## config.mk

```make
export PLATFORM = sky130hd
export DESIGN_NAME = alu_share_arbiter_flat
export DESIGN_NICKNAME = d
export VERILOG_FILES = /design/src/rtl/alu_share_arbiter_if.sv /design/src/rtl/alu_share_arbiter.sv /design/src/flat_wrapper.sv
export SDC_FILE = /design/constraint.sdc
export NUM_CORES = 1
export LEC_CHECK = 0
export ABC_AREA = 0
export BUFFER_PORTS_ARGS = -buffer_cell sky130_fd_sc_hd__clkbuf_2
export CAP_MARGIN = 0
export CORE_AREA = 3 3 205 207
export CTS_CLUSTER_DIAMETER = 120
export DETAILED_ROUTE_END_ITERATION = 10
export DIE_AREA = 0 0 208 210
export GPL_ROUTABILITY_DRIVEN = 1
export PLACE_DENSITY = 0.32
export SYNTH_ARGS = -nofsm -noshare
export SYNTH_HDL_FRONTEND = slang
export SYNTH_SLANG_ARGS = --single-unit
export TNS_END_PERCENT = 1
```

## constraint.sdc

```tcl
create_clock -name clk -period 3.2 [get_ports clk]
set_clock_uncertainty 0.15 [all_clocks]
set_input_delay 0.16 -clock clk [delete_from_list [all_inputs] [get_ports clk]]
set_output_delay 0.16 -clock clk [all_outputs]
set_load 0.01 [all_outputs]
```

## src/rtl/alu_share_arbiter_if.sv

```systemverilog
`default_nettype none
// ============================================================================
// Module      : alu_share_arbiter_if
// Description : Requester-side bundle for the shared-ALU arbiter: request
//               handshake, ALU operand/select fields and response handshake.
// Revision    : 1.0 - initial release
// ============================================================================
interface alu_share_arbiter_if #(
   parameter int XLEN = 32
);
   logic            req_valid;
   logic            req_ready;
   logic [XLEN-1:0] dataA;
   logic [XLEN-1:0] dataB;
   logic [XLEN-1:0] pc;
   logic [XLEN-1:0] imm;
   logic            Asel;
   logic            Bsel;
   logic [3:0]      ALUSel;
   logic            resp_valid;
   logic            resp_ready;
   logic [XLEN-1:0] resp_result;

   // Requester side
   modport master (
      output req_valid, dataA, dataB, pc, imm, Asel, Bsel, ALUSel, resp_ready,
      input  req_ready, resp_valid, resp_result
   );

   // Arbiter side
   modport slave (
      input  req_valid, dataA, dataB, pc, imm, Asel, Bsel, ALUSel, resp_ready,
      output req_ready, resp_valid, resp_result
   );
endinterface
`default_nettype wire

```

## src/rtl/alu_share_arbiter.sv

```systemverilog
`default_nettype none
// ============================================================================
// Module      : alu_share_arbiter
// Description : Round-robin sharing of one combinational ALU between two
//               requesters, with a one-deep response register per requester
//               and a saturating grant counter.
// Revision    : 1.0 - initial release
// ============================================================================
module alu_share_arbiter #(
   parameter int XLEN  = 32,
   parameter int CNT_W = 16
) (
   input  wire logic             clk,
   input  wire logic             rst_n,
   alu_share_arbiter_if.slave    r0,
   alu_share_arbiter_if.slave    r1,
   output logic [XLEN-1:0]       alu_dataA,
   output logic [XLEN-1:0]       alu_dataB,
   output logic [XLEN-1:0]       alu_pc,
   output logic [XLEN-1:0]       alu_imm,
   output logic                  alu_Asel,
   output logic                  alu_Bsel,
   output logic [3:0]            alu_ALUSel,
   input  wire logic [XLEN-1:0]  alu_result,
   output logic [CNT_W-1:0]      op_count
);

   localparam logic [CNT_W-1:0] c_CNT_MAX = {CNT_W{1'b1}};

   logic             r_prio;          // 0: r0 favoured on a tie, 1: r1 favoured
   logic             r_resp_valid0;
   logic             r_resp_valid1;
   logic [XLEN-1:0]  r_resp_result0;
   logic [XLEN-1:0]  r_resp_result1;
   logic [CNT_W-1:0] r_op_count;

   logic             w_elig0;
   logic             w_elig1;
   logic             w_grant0;
   logic             w_grant1;
   logic             w_any_grant;

   // Eligibility and grant; reset forces no grant so the ALU ports read zero
   always_comb begin
      w_elig0  = r0.req_valid && (!r_resp_valid0 || r0.resp_ready);
      w_elig1  = r1.req_valid && (!r_resp_valid1 || r1.resp_ready);
      w_grant0 = rst_n && w_elig0 && (!w_elig1 || !r_prio);
      w_grant1 = rst_n && w_elig1 && (!w_elig0 ||  r_prio);
      w_any_grant = w_grant0 || w_grant1;
   end

   assign r0.req_ready   = w_grant0;
   assign r1.req_ready   = w_grant1;
   assign r0.resp_valid  = r_resp_valid0;
   assign r1.resp_valid  = r_resp_valid1;
   assign r0.resp_result = r_resp_result0;
   assign r1.resp_result = r_resp_result1;
   assign op_count       = r_op_count;

   // Steer the granted requester's fields onto the ALU, zeros when idle
   always_comb begin
      alu_dataA  = '0;
      alu_dataB  = '0;
      alu_pc     = '0;
      alu_imm    = '0;
      alu_Asel   = 1'b0;
      alu_Bsel   = 1'b0;
      alu_ALUSel = 4'd0;
      if (w_grant0) begin
         alu_dataA  = r0.dataA;
         alu_dataB  = r0.dataB;
         alu_pc     = r0.pc;
         alu_imm    = r0.imm;
         alu_Asel   = r0.Asel;
         alu_Bsel   = r0.Bsel;
         alu_ALUSel = r0.ALUSel;
      end else if (w_grant1) begin
         alu_dataA  = r1.dataA;
         alu_dataB  = r1.dataB;
         alu_pc     = r1.pc;
         alu_imm    = r1.imm;
         alu_Asel   = r1.Asel;
         alu_Bsel   = r1.Bsel;
         alu_ALUSel = r1.ALUSel;
      end
   end

   // Round-robin pointer: after serving N, favour the other requester
   always_ff @(posedge clk or negedge rst_n) begin
      if (!rst_n) begin
         r_prio <= 1'b0;
      end else if (w_grant0) begin
         r_prio <= 1'b1;
      end else if (w_grant1) begin
         r_prio <= 1'b0;
      end
   end

   // Response register for r0: a new grant wins over a drain in the same cycle
   always_ff @(posedge clk or negedge rst_n) begin
      if (!rst_n) begin
         r_resp_valid0  <= 1'b0;
         r_resp_result0 <= '0;
      end else if (w_grant0) begin
         r_resp_valid0  <= 1'b1;
         r_resp_result0 <= alu_result;
      end else if (r0.resp_ready) begin
         r_resp_valid0  <= 1'b0;
      end
   end

   // Response register for r1: same policy as r0
   always_ff @(posedge clk or negedge rst_n) begin
      if (!rst_n) begin
         r_resp_valid1  <= 1'b0;
         r_resp_result1 <= '0;
      end else if (w_grant1) begin
         r_resp_valid1  <= 1'b1;
         r_resp_result1 <= alu_result;
      end else if (r1.resp_ready) begin
         r_resp_valid1  <= 1'b0;
      end
   end

   // Saturating grant counter
   always_ff @(posedge clk or negedge rst_n) begin
      if (!rst_n) begin
         r_op_count <= '0;
      end else if (w_any_grant && (r_op_count != c_CNT_MAX)) begin
         r_op_count <= r_op_count + 1'b1;
      end
   end

endmodule
`default_nettype wire

```

## src/flat_wrapper.sv

```systemverilog
// flat-port wrapper written by rule: the top's interface ports become plain ports
module alu_share_arbiter_flat 
#(
   parameter int XLEN  = 32,
   parameter int CNT_W = 16
)
  (clk, rst_n, alu_dataA, alu_dataB, alu_pc, alu_imm, alu_Asel, alu_Bsel, alu_ALUSel, alu_result, op_count, r0_req_valid, r0_dataA, r0_dataB, r0_pc, r0_imm, r0_Asel, r0_Bsel, r0_ALUSel, r0_resp_ready, r0_req_ready, r0_resp_valid, r0_resp_result, r1_req_valid, r1_dataA, r1_dataB, r1_pc, r1_imm, r1_Asel, r1_Bsel, r1_ALUSel, r1_resp_ready, r1_req_ready, r1_resp_valid, r1_resp_result);
  alu_share_arbiter_if #(.XLEN(XLEN)) r0_i ();
  alu_share_arbiter_if #(.XLEN(XLEN)) r1_i ();
  input  wire logic clk;
  input  wire logic rst_n;
  output logic [XLEN-1:0] alu_dataA;
  output logic [XLEN-1:0] alu_dataB;
  output logic [XLEN-1:0] alu_pc;
  output logic [XLEN-1:0] alu_imm;
  output logic alu_Asel;
  output logic alu_Bsel;
  output logic [3:0] alu_ALUSel;
  input  wire logic [XLEN-1:0] alu_result;
  output logic [CNT_W-1:0] op_count;
  input wire logic [$bits(r0_i.req_valid)-1:0] r0_req_valid;
  input wire logic [$bits(r0_i.dataA)-1:0] r0_dataA;
  input wire logic [$bits(r0_i.dataB)-1:0] r0_dataB;
  input wire logic [$bits(r0_i.pc)-1:0] r0_pc;
  input wire logic [$bits(r0_i.imm)-1:0] r0_imm;
  input wire logic [$bits(r0_i.Asel)-1:0] r0_Asel;
  input wire logic [$bits(r0_i.Bsel)-1:0] r0_Bsel;
  input wire logic [$bits(r0_i.ALUSel)-1:0] r0_ALUSel;
  input wire logic [$bits(r0_i.resp_ready)-1:0] r0_resp_ready;
  output wire logic [$bits(r0_i.req_ready)-1:0] r0_req_ready;
  output wire logic [$bits(r0_i.resp_valid)-1:0] r0_resp_valid;
  output wire logic [$bits(r0_i.resp_result)-1:0] r0_resp_result;
  input wire logic [$bits(r1_i.req_valid)-1:0] r1_req_valid;
  input wire logic [$bits(r1_i.dataA)-1:0] r1_dataA;
  input wire logic [$bits(r1_i.dataB)-1:0] r1_dataB;
  input wire logic [$bits(r1_i.pc)-1:0] r1_pc;
  input wire logic [$bits(r1_i.imm)-1:0] r1_imm;
  input wire logic [$bits(r1_i.Asel)-1:0] r1_Asel;
  input wire logic [$bits(r1_i.Bsel)-1:0] r1_Bsel;
  input wire logic [$bits(r1_i.ALUSel)-1:0] r1_ALUSel;
  input wire logic [$bits(r1_i.resp_ready)-1:0] r1_resp_ready;
  output wire logic [$bits(r1_i.req_ready)-1:0] r1_req_ready;
  output wire logic [$bits(r1_i.resp_valid)-1:0] r1_resp_valid;
  output wire logic [$bits(r1_i.resp_result)-1:0] r1_resp_result;
  assign r0_i.req_valid = r0_req_valid;
  assign r0_i.dataA = r0_dataA;
  assign r0_i.dataB = r0_dataB;
  assign r0_i.pc = r0_pc;
  assign r0_i.imm = r0_imm;
  assign r0_i.Asel = r0_Asel;
  assign r0_i.Bsel = r0_Bsel;
  assign r0_i.ALUSel = r0_ALUSel;
  assign r0_i.resp_ready = r0_resp_ready;
  assign r0_req_ready = r0_i.req_ready;
  assign r0_resp_valid = r0_i.resp_valid;
  assign r0_resp_result = r0_i.resp_result;
  assign r1_i.req_valid = r1_req_valid;
  assign r1_i.dataA = r1_dataA;
  assign r1_i.dataB = r1_dataB;
  assign r1_i.pc = r1_pc;
  assign r1_i.imm = r1_imm;
  assign r1_i.Asel = r1_Asel;
  assign r1_i.Bsel = r1_Bsel;
  assign r1_i.ALUSel = r1_ALUSel;
  assign r1_i.resp_ready = r1_resp_ready;
  assign r1_req_ready = r1_i.req_ready;
  assign r1_resp_valid = r1_i.resp_valid;
  assign r1_resp_result = r1_i.resp_result;
  alu_share_arbiter #(.XLEN(XLEN), .CNT_W(CNT_W)) u_core (.clk(clk), .rst_n(rst_n), .r0(r0_i), .r1(r1_i), .alu_dataA(alu_dataA), .alu_dataB(alu_dataB), .alu_pc(alu_pc), .alu_imm(alu_imm), .alu_Asel(alu_Asel), .alu_Bsel(alu_Bsel), .alu_ALUSel(alu_ALUSel), .alu_result(alu_result), .op_count(op_count));
endmodule
```

======== Word level (Yosys, flattened, before mapping) ========
Cells that the tools add are included.
operators by class
  $add $sub $neg .......................... 1
  equality and inequality tests ........... 1
  muxes and demuxes ....................... 20
  reduce and logical (&&, ||, !) cells .... 20
operators by type and width
  kind                     number
  $mux W32                 8
  $add A16 B1 Y16 const B  1
  $ne A16 B16 Y1 const B   1
  $mux W1                  10
  $mux W4                  2
  $logic_and A1 B1 Y1      7
  $reduce_bool A2 Y1       3
  $logic_not A1 Y1         5
  $logic_or A1 B1 Y1       5
storage, ports and cells
  flip-flop bits (word level) ............. 83
  input bits .............................. 306
  logic and storage cells ................. 48

======== Depth between registers and ports, before layout ========
Gate-level depths: netlist of the first run.
  depth after elaboration ................. 8
  gate-level depth with buffers ........... 7
  gate-level depth less buffers ........... 5

======== Least setup slack after synthesis of the first run ========
Ideal clock, no wire load.
  path type ............................... reg2out
  from .................................... register u_core.r_resp_valid1, in the netlist u_core.r1.resp_valid
  to ...................................... output alu_ALUSel[0]
  arrival ................................. 1.555 ns
  required time ........................... 2.890 ns
  setup slack ............................. 1.335 ns
  stages on the path, launching flop included .. 8
  path buffers ............................ 2
  cells stage by stage .................... dfrtp_1 nor2b_1 nor2_1 o21ai_1 inv_2 clkbuf_1 clkbuf_1 a22o_1
between the ends
  word-level cells in the longest chain between the ends .. 7
  elaborated cells on any way between the ends .. 10
  those cells by class .................... 2 x mux; 8 x reduce/logical
ends and longest elaborated chain
  item                                                              RTL line                                          text
  start, declared                                                   alu_share_arbiter.sv:32                           logic r_resp_valid1;
  start signal, assigned                                            alu_share_arbiter.sv:115                          r_resp_valid1 <= 1'b0;
  start signal, assigned                                            alu_share_arbiter.sv:118                          r_resp_valid1 <= 1'b1;
  start signal, assigned                                            alu_share_arbiter.sv:121                          r_resp_valid1 <= 1'b0;
  $logic_not A1 Y1 (*)                                              alu_share_arbiter.sv:46                           w_elig1 = r1.req_valid && (!r_resp_valid1 || r1.resp_ready);
  $logic_or A1 B1 Y1 (*)                                            alu_share_arbiter.sv:46
  $logic_and A1 B1 Y1 (*)                                           alu_share_arbiter.sv:46
  $logic_and A1 B1 Y1 / $logic_not A1 Y1 (equally long branches)    alu_share_arbiter.sv:48, alu_share_arbiter.sv:47
  $logic_and A1 B1 Y1 / $logic_or A1 B1 Y1 (equally long branches)  alu_share_arbiter.sv:48, alu_share_arbiter.sv:47
  $mux W4 / $logic_and A1 B1 Y1 (equally long branches)             alu_share_arbiter.sv:77, alu_share_arbiter.sv:47
  $mux W4 (*)                                                       alu_share_arbiter.sv:69                           if (w_grant0) begin
  end, declared                                                     flat_wrapper.sv:18                                output logic [3:0] alu_ALUSel;
Every way passes the cells marked *; elsewhere a longest branch is shown, timed or not.

======== Worst setup path in the final report of the first run ========
  from .................................... input rst_n
  to ...................................... output alu_pc[2]
between the ends
  word-level cells in the longest chain between the ends .. 4
  elaborated cells on any way between the ends .. 6
  those cells by class .................... 2 x mux; 4 x reduce/logical
ends and longest elaborated chain
  item                              RTL line                 text
  start, declared                   flat_wrapper.sv:11       input wire logic rst_n;
  $logic_and A1 B1 Y1 (2 in a row)  alu_share_arbiter.sv:48  w_grant1 = rst_n && w_elig1 && (!w_elig0 || r_prio);
  $mux W32                          alu_share_arbiter.sv:77  end else if (w_grant1) begin
  $mux W32 (*)                      alu_share_arbiter.sv:69
  end, declared                     flat_wrapper.sv:14       output logic [XLEN-1:0] alu_pc;
Marks and branches as above.

==> results of run 1 <==
## cells by family after synthesis
family	synth area share
AO/OA/AOI/OAI	0.2675
buffers and inverters	0.03989
multiplexers	0.1598
flip-flops	0.4536
AND/OR/NAND/NOR	0.04781
adder cells (fa/ha/maj)	0.002732
XOR/XNOR	0.02869
## where the power goes
part           leakage, µW  switching, µW  internal [µW]
Sequential        0.000989            206           1320
Combinational      0.00331            926            793
Clock             0.000149            478            634
Total              0.00445           1610           2750
## cell type report
| type | instances | area share |
|---|---|---|
| Antenna cell | 8 | 0.002355 |
| Clock buffer | 10 | 0.02811 |
| Clock inverter | 6 | 0.008537 |
| Inverter | 2 | 0.001178 |
| Multi-Input combinational cell | 263 | 0.2760 |
| Sequential cell | 83 | 0.2443 |
| Tap cell | 532 | 0.07830 |
| Timing Repair Buffer | 567 | 0.3612 |
## placed cells by master (no fill, tap or decap), types with 3 or more instances in the layout
cell / count
a22o_1: 134
buf_12: 3
buf_4: 9
clkbuf_16: 9
clkbuf_2: 522
clkinv_4: 3
dfrtp_1: 83
diode_2: 8
dlygate4sd3_1: 33
mux2_1: 5
mux2_2: 60
nand2_1: 9
nand3_1: 4
nand4_1: 9
nor2_1: 7
o21ai_0: 3
xnor2_1: 10
xor2_1: 5
## state kept, by name, summed over array words and instances, names as in the netlist
name / flops
u_core.r0.resp_result: 32
u_core.op_count: 16
u_core.r_prio: 1
u_core.r0.resp_valid: 1
u_core.r1.resp_result: 32
u_core.r1.resp_valid: 1
## metal layers
| layer | up-vias | track usage | wire length [µm] |
|---|---|---|---|
| li1 | 2603 | - | - |
| met1 | 2908 | 0.1884 | 14340 |
| met2 | 297 | 0.3339 | 22150 |
| met3 | 39 | 0.06563 | 3720 |
| met4 | 2 | 0.07789 | 1569 |
| met5 | - | 0 | 12 |
## worst max-delay path by stage
| stage | startpoint | endpoint | slack [ns] | cells past startpoint |
|---|---|---|---|---|
| final | rst_n | alu_pc[2] | 0.37 | 9 |
| after detailed placement | u_core.r1.resp_valid$_DFFE_PN0P_ | alu_pc[1] | 0.77 | 7 |
| after global routing | rst_n | alu_pc[1] | 0.21 | 9 |
| after global placement | u_core.r1.resp_valid$_DFFE_PN0P_ | alu_pc[1] | 0.83 | 7 |
| after CTS | rst_n | alu_pc[1] | 0.28 | 9 |
| after floorplan | u_core.r1.resp_valid$_DFFE_PN0P_ | alu_ALUSel[0] | 1.33 | 7 |
## critical path: stages
cell           delay (ns)
dlygate4sd3_1        0.54
buf_4                0.18
nand2_1              0.12
nor2_1               0.18
o21ai_4              0.10
inv_4                0.34
buf_4                0.37
a22o_1               0.28
clkbuf_2             0.21
## per-stage QoR
step | util | cell area [µm²] | hold slack [ns] | setup slack, ns | std cells
4_1_cts | 0.2091 | 8481 | 0.01493 | 0.2846 | 1463
2_1_floorplan | - | 4579 | -0.2856 | 1.335 | 384
5_1_grt | 0.2096 | 8501 | 0.05341 | 0.2107 | 1471
3_5_place_dp | 0.1933 | 7839 | -0.1534 | 0.7747 | 1414
3_3_place_gp | 0.1933 | 7839 | -0.1574 | 0.8288 | 1414
6_report | 0.2096 | 8501 | 0.04652 | 0.3670 | 1471
==> impl_metrics.env, run 1 <==
export IMPL_worstMarginPinSlew_ns=0.7829
export IMPL_setup_viol_count_final=0
export IMPL_io_buffers=523
export IMPL_min_period_over_period=0.8853
export IMPL_cp_arrival_ns=2.52
export IMPL_hpwl_um=37220
export IMPL_cts_resized=0
export IMPL_cts_reportedPaths_clkPinSlew_ns=0.07
export IMPL_clkLatencyLatePin_ns=0.34
export IMPL_timing_rr_start="u_core.r1.resp_valid$_DFFE_PN0P_"
export IMPL_multi_input_area_um2=2346
export IMPL_p_leak_uw=0.004449
export IMPL_grt_pass1_vias=6023
export IMPL_synth_nets=691
export IMPL_startpoint_type="primary input"
export IMPL_fillerInstances=4586
export IMPL_area_delta_synth_final_pct=85.63
export IMPL_numCtsBuffers=9
export IMPL_crit_type="in2out"
export IMPL_seq_area_um2=2077
export IMPL_cts_root_buffer="clkbuf_16"
export IMPL_post_cts_buffers=0
export IMPL_p_per_area_nw_per_um2=513.1
export IMPL_synthTopCellsByCount="a22o_1 (134), dfrtp_1 (83), mux2_2 (60)"
export IMPL_place_gp_congestion=0.8767
export IMPL_setup_tns_ns=0
export IMPL_crit_required_ns=2.89
export IMPL_relSlewSlack=0.4780
export IMPL_ys_ff_latch=83
export IMPL_drt_iter0_drc=266
export IMPL_hold_buffers=33
export IMPL_period_minus_slack_ns=2.833
export IMPL_p_total_uw=4361
export IMPL_vias=5849
export IMPL_timing_reg2reg_setup_slack_ns=1.12
export IMPL_rr_worst_depth=6
export IMPL_antenna_found_initial=12
export IMPL_htreeDepth=3
export IMPL_synth_top_cell_by_area="dfrtp_1"
export IMPL_yosysSeqAreaShare=0.4536
export IMPL_cts_sinks=83
export IMPL_outcome="finished clean"
export IMPL_postSynthAreaPerCell_um2=11.93
export IMPL_drv_cap=0
export IMPL_synth_top_cell_area_share=0.4536
export IMPL_cts_tree="built"
export IMPL_rows=74
export IMPL_synth_area_top_cells="dfrtp_1 (45%), a22o_1 (26%), mux2_2 (15%), buf_2 (2.2%), xnor2_1 (1.9%)"
export IMPL_ir_drop_mv=0.2692
export IMPL_grt_max_degree=117
export IMPL_grt_util_all_layers=0.1823
export IMPL_wirelength_um=41800
export IMPL_synthCells=384
export IMPL_core_um2=40550
export IMPL_die_w_um=208
export IMPL_cts_path_max_buffers=2
export IMPL_synth_flop_cell="dfrtp_1"
export IMPL_synth_most_common_cell="a22o_1"
export IMPL_synth_async_sr_flop_share=1.000
export IMPL_synth_cell_type_count=29
export IMPL_grt_pass1_wl_um=54610
export IMPL_hold_viol_final=0
export IMPL_endpoint_kind="output port"
export IMPL_reg2reg_to="u_core.r1.resp_result[2]$_DFFE_PN0P_"
export IMPL_io_pins=524
export IMPL_crit_path_max_fanout=35
export IMPL_synth_edff_count=0
export IMPL_initial_core_util=0.1129
export IMPL_antenna_left=0
export IMPL_vias_per_cell=3.976
export IMPL_drt_pass1_iterations=4
export IMPL_die_area_um2=43680
export IMPL_hold_class="in2async"
export IMPL_drc=0
export IMPL_drv_slew=0
export IMPL_wl_per_cell_um=28.41
export IMPL_die_height_um=210
export IMPL_fin_nets=1233
export IMPL_drive_above_1_share=0.6627
export IMPL_overflow=0
export IMPL_yosys_warnings=0
export IMPL_max_freq_mhz=353.0
export IMPL_synth_area_um2=4579
export IMPL_grt_setup_unrepaired="false"
(Power assumes the default switching activity.)
==> run 2, diff against run 1 <==
- CORE_AREA: 3 3 205 207 -> 3 3 202 204
- DIE_AREA: 0 0 208 210 -> 0 0 205 207
- clock period: 3.2 -> 2.9 ns (I/O delays scaled with it)
==> run 2 against run 1 <==
- core utilization up 0.65 points
- sequential cell count unchanged
- critical path depth fell by 2
- sequential power grew 9.8%
- register-to-register slack got worse by 0.30 ns
- wire length up 0.19%
- non-clock buffer count fell by 5
- first-iteration DRC count is 12% higher
- worst hold slack got worse by 0.0099 ns
- global-route usage grew 0.62 points
==> impl_metrics.env, run 2 (synthesized netlist as in run 1, its figures left out) <==
export IMPL_crit_type="in2out"
export IMPL_cts_sinks=83
export IMPL_worstMarginPinSlew_ns=1.055
export IMPL_cts_reportedPaths_clkPinSlew_ns=0.06
export IMPL_io_pins=524
export IMPL_p_per_area_nw_per_um2=552.7
export IMPL_crit_path_max_fanout=84
export IMPL_initial_core_util=0.1161
export IMPL_die_area_um2=42440
export IMPL_grt_max_degree=85
export IMPL_multi_input_area_um2=2346
export IMPL_fin_util=0.2161
export IMPL_wl_per_cell_um=28.51
export IMPL_crit_required_ns=2.61
export IMPL_grt_pass1_vias=6222
export IMPL_vias_per_cell=3.974
export IMPL_cts_resized=0
export IMPL_setup_viol_count_final=0
export IMPL_drc=0
export IMPL_area_delta_synth_final_pct=86.23
export IMPL_wirelength_um=41880
export IMPL_setup_tns_ns=0
export IMPL_placed_cells=1402
export IMPL_startpoint_type="primary input"
export IMPL_core_um2=39460
export IMPL_numCtsBuffers=9
export IMPL_hold_buffers=33
export IMPL_place_gp_congestion=0.9043
export IMPL_period_minus_slack_ns=2.803
export IMPL_post_cts_buffers=0
export IMPL_clkLatencyLatePin_ns=0.34
export IMPL_min_period_over_period=0.9666
export IMPL_drt_pass1_iterations=4
export IMPL_cts_root_buffer="clkbuf_16"
export IMPL_io_buffers=523
export IMPL_drv_cap=0
export IMPL_overflow=0
export IMPL_hpwl_um=36660
export IMPL_fillerInstances=4460
export IMPL_vias=5838
export IMPL_drt_iter0_drc=298
export IMPL_max_freq_mhz=356.7
export IMPL_rows=73
export IMPL_outcome="finished clean"
export IMPL_die_w_um=205
export IMPL_hold_viol_final=0
export IMPL_seq_area_um2=2077
export IMPL_final_cells=1469
export IMPL_hold_class="in2reg"
export IMPL_p_leak_uw=0.004435
export IMPL_drv_slew=0
export IMPL_layout_commonest_cell="clkbuf_2"
export IMPL_endpoint_kind="output port"
export IMPL_relSlewSlack=0.2967
export IMPL_die_height_um=207
export IMPL_mostFrequentLayoutCells="clkbuf_2 (518), a22o_1 (134), dfrtp_1 (83)"
export IMPL_antenna_left=0
export IMPL_grt_util_all_layers=0.1885
export IMPL_drive_above_1_share=0.6591
export IMPL_ir_drop_mv=0.2395
export IMPL_htreeDepth=3
export IMPL_fin_nets=1228
export IMPL_grt_pass1_wl_um=54480
export IMPL_cts_tree="built"
export IMPL_grt_setup_unrepaired="false"
export IMPL_antenna_found_initial=26
export IMPL_cts_path_max_buffers=2
export IMPL_cp_arrival_ns=2.51
==> run 2: per-layer routing <==
layer / routed length [µm] / vias up / track usage
li1: - / 2601 / -
met1: 15670 / 2862 / 0.2150
met2: 21430 / 331 / 0.3247
met3: 3351 / 44 / 0.04903
met4: 1430 / 0 / 0.09239
met5: 0 / - / 0
==> run 2: worst paths after layout <==
| check | depth (start not counted) | endpoint | slack (ns) | startpoint |
|---|---|---|---|---|
| max in group asynchronous | 3 | u_core.r1.resp_result[25]$_DFFE_PN0P_ | 1.26 | rst_n |
| setup / recovery | 7 | alu_imm[14] | 0.1 | rst_n |
| min in group asynchronous | 2 | u_core.r0.resp_valid$_DFFE_PN0P_ | 0.07 | rst_n |
| hold / removal | 3 | u_core.r1.resp_valid$_DFFE_PN0P_ | 0.04 | r1_resp_ready |
| setup reg to reg | 5 | u_core.r0.resp_result[0]$_DFFE_PN0P_ | 0.82 | u_core.r0.resp_valid$_DFFE_PN0P_ |
| hold reg to reg | 1 | u_core.op_count[15]$_DFFE_PN0P_ | 0.35 | u_core.op_count[15]$_DFFE_PN0P_ |
==> run 2: through the flow <==
stage          area [µm²]  setup WS, ns  total power [µW]  hold WS (ns)
5_1_grt              8511     0.0008840              5033       0.06437
6_report             8528       0.09673              4714       0.03664
4_1_cts              8478        0.1159              4824       0.02696
3_5_place_dp         7865        0.5507              3591       -0.1533
3_3_place_gp         7865        0.5457              3600       -0.1524
2_1_floorplan        4579         1.050              2500       -0.3006
==> run 2: critical path, cell delays in order <==
cell	delay, ns
dlygate4sd3_1	0.55
buf_4	0.21
nand3_1	0.18
a31oi_4	0.25
buf_12	0.33
a22o_1	0.46
clkbuf_2	0.21
==> run 2: power breakdown <==
| group | total, µW | internal (µW) | switching, µW |
|---|---|---|---|
| sequential | 1680 | 1460 | 215 |
| clock | 1150 | 679 | 470 |
| combinational | 1890 | 887 | 999 |
==> run 2: layout make-up <==
class | count | area share
Multi-Input combinational cell | 263 | 0.2751
Clock inverter | 3 | 0.004695
Tap cell | 525 | 0.07702
Sequential cell | 83 | 0.2435
Timing Repair Buffer | 562 | 0.3641
Clock buffer | 11 | 0.02846
Antenna cell | 20 | 0.005869
Inverter | 2 | 0.001174
==> run 3, diff against run 2 <==
- RECOVER_POWER: unset -> 50
==> run 3 against run 2 <==
- the run now ends with capacitance limit, slew limit left
- sequential power about the same
- first-iteration DRC count up 14%
- power down 1.8%
- wire length about the same
- design area down 1.5%
- largest cell class unchanged
- highest routed layer unchanged
==> impl_metrics.env, run 3 (synthesized netlist as in run 1, its figures left out) <==
export IMPL_holdWs_ns=0.03441
export IMPL_cp_startpoint="rst_n"
export IMPL_hpwl_um=36660
export IMPL_path_buf_inv=4
export IMPL_p_per_area_nw_per_um2=550.9
export IMPL_numCtsBuffers=9
export IMPL_p_leak_uw=0.004182
export IMPL_drv_cap=1
export IMPL_crit_type="in2out"
export IMPL_worstMarginPinSlew_ns=1.836
export IMPL_wl_per_cell_um=28.51
export IMPL_antenna_left=0
export IMPL_drc=0
export IMPL_die_w_um=205
export IMPL_vias=5843
export IMPL_post_cts_buffers=0
export IMPL_overflow=0
export IMPL_violations="capacitance limit, slew limit"
export IMPL_core_um2=39460
export IMPL_cts_root_buffer="clkbuf_16"
export IMPL_layout_commonest_cell="clkbuf_2"
export IMPL_drive_above_1_share=0.5682
export IMPL_grt_use_met3=0.04903
export IMPL_grt_util_all_layers=0.1885
export IMPL_grt_pass1_vias=6222
export IMPL_use_met2=0.3247
export IMPL_antenna_found_initial=26
export IMPL_placed_area_um2=7865
export IMPL_min_period_over_period=0.9708
export IMPL_startpoint_type="primary input"
export IMPL_endpoint_kind="output port"
export IMPL_drt_pass1_iterations=4
export IMPL_grt_max_degree=85
export IMPL_mostFrequentLayoutCells="clkbuf_2 (437), a22o_1 (134), clkbuf_1 (83), dfrtp_1 (83), mux2_2 (60)"
export IMPL_timing_rr_start="u_core.r0.resp_valid$_DFFE_PN0P_"
export IMPL_htreeDepth=3
export IMPL_max_freq_mhz=355.2
export IMPL_die_area_um2=42440
export IMPL_rows=73
export IMPL_crit_chain="dlygate4sd3_1 -> buf_4 -> nand3_1 -> a31oi_4 -> buf_12 -> a22o_1 -> clkbuf_2"
export IMPL_clkLatencyLatePin_ns=0.34
export IMPL_crit_required_ns=2.61
export IMPL_io_pins=524
export IMPL_hold_start="r1_resp_ready"
export IMPL_vias_per_cell=3.978
export IMPL_setup_viol_count_final=0
export IMPL_initial_core_util=0.1161
export IMPL_cts_path_max_buffers=2
export IMPL_grt_pass1_wl_um=54480
export IMPL_crit_path_max_fanout=84
export IMPL_cts_sinks=83
export IMPL_ir_drop_mv=0.2404
export IMPL_drv_slew=76
export IMPL_fin_nets=1228
export IMPL_relSlewSlack=-0.2237
export IMPL_fillerInstances=4485
export IMPL_grt_use_met1=0.2150
export IMPL_grt_setup_unrepaired="false"
export IMPL_hold_viol_final=0
export IMPL_hold_buffers=33
export IMPL_top_usage_layer="met2"
export IMPL_cts_resized=0
export IMPL_cts_tree="built"
export IMPL_place_gp_congestion=0.9043
export IMPL_setup_tns_ns=0
export IMPL_area_delta_synth_final_pct=83.52
export IMPL_io_buffers=523
export IMPL_drt_iter0_drc=340
export IMPL_slowest_delay_ns=0.55
export IMPL_wirelength_um=41880
export IMPL_p_total_uw=4630
export IMPL_hold_class="in2reg"
export IMPL_cp_arrival_ns=2.52
export IMPL_final_area_um2=8404
export IMPL_die_height_um=207
export IMPL_cp_top_family="buffers and inverters"
export IMPL_cts_reportedPaths_clkPinSlew_ns=0.06
export IMPL_period_minus_slack_ns=2.815
export IMPL_cp_slowest_cell="dlygate4sd3_1"
export IMPL_outcome="finished with violations"
==> run 3: cell types whose count changed in the layout (fill, tap and decap cells not counted), sizes merged <==
cell | before | now
buf | 11 | 10
clkbuf | 529 | 530
==> run 3: layer usage <==
layer | share of wire | vias to the layer above
met1 | 0.37 | 2871
met2 | 0.51 | 327
met4 | 0.036 | 0
met5 | 0 | -
met3 | 0.082 | 48
li1 | - | 2597
==> run 3: area by class of cell <==
| class | count | area, µm² | share of cell area |
|---|---|---|---|
| sequential | 83 | 2077 | 0.2471 |
| tap | 525 | 656.9 | 0.07816 |
| inverter | 2 | 10.01 | 0.001191 |
| clock buffer | 11 | 242.7 | 0.02888 |
| multi-input combinational | 263 | 2330 | 0.2772 |
| clock inverter | 3 | 40.04 | 0.004764 |
| timing repair buffer | 562 | 2998 | 0.3567 |
| antenna | 20 | 50.05 | 0.005955 |
==> run 3: worst paths after layout <==
| path | end | slack, ns | cells after the start |
|---|---|---|---|
| max | alu_imm[14] | 0.08 | 7 |
| min | u_core.r1.resp_valid$_DFFE_PN0P_ | 0.03 | 3 |
| max reg2reg | u_core.r1.resp_result[25]$_DFFE_PN0P_ | 0.52 | 5 |
| min reg2reg | u_core.op_count[15]$_DFFE_PN0P_ | 0.35 | 1 |
| max in group asynchronous | u_core.r1.resp_result[21]$_DFFE_PN0P_ | 0.51 | 3 |
| min in group asynchronous | u_core.r0.resp_valid$_DFFE_PN0P_ | 0.06 | 2 |
==> run 3: power breakdown <==
| part | total, µW | internal, µW | leakage [µW] | switching, µW |
|---|---|---|---|---|
| Clock | 1150 | 679 | 0.000141 | 475 |
| Sequential | 1670 | 1460 | 0.000989 | 210 |
| Combinational | 1800 | 808 | 0.00305 | 996 |
==> run 3: through the flow <==
step                      instances    util  worst slack (ns)
after floorplan                 384       -             1.050
after global placement         1402  0.1993            0.5457
after detailed placement       1402  0.1993            0.5507
after CTS                      1449  0.2149            0.1159
after global routing           1462  0.2126          0.002782
final                          1469  0.2130           0.08466
==> run 3: worst reg2reg max path: cells and delay by family, from the launching register on <==
family	cells	cell delay, ns
flip-flops	1	0.40
multiplexers	1	0.44
AND/OR/NAND/NOR	2	0.19
buffers and inverters	1	0.73
AO/OA/AOI/OAI	1	0.36
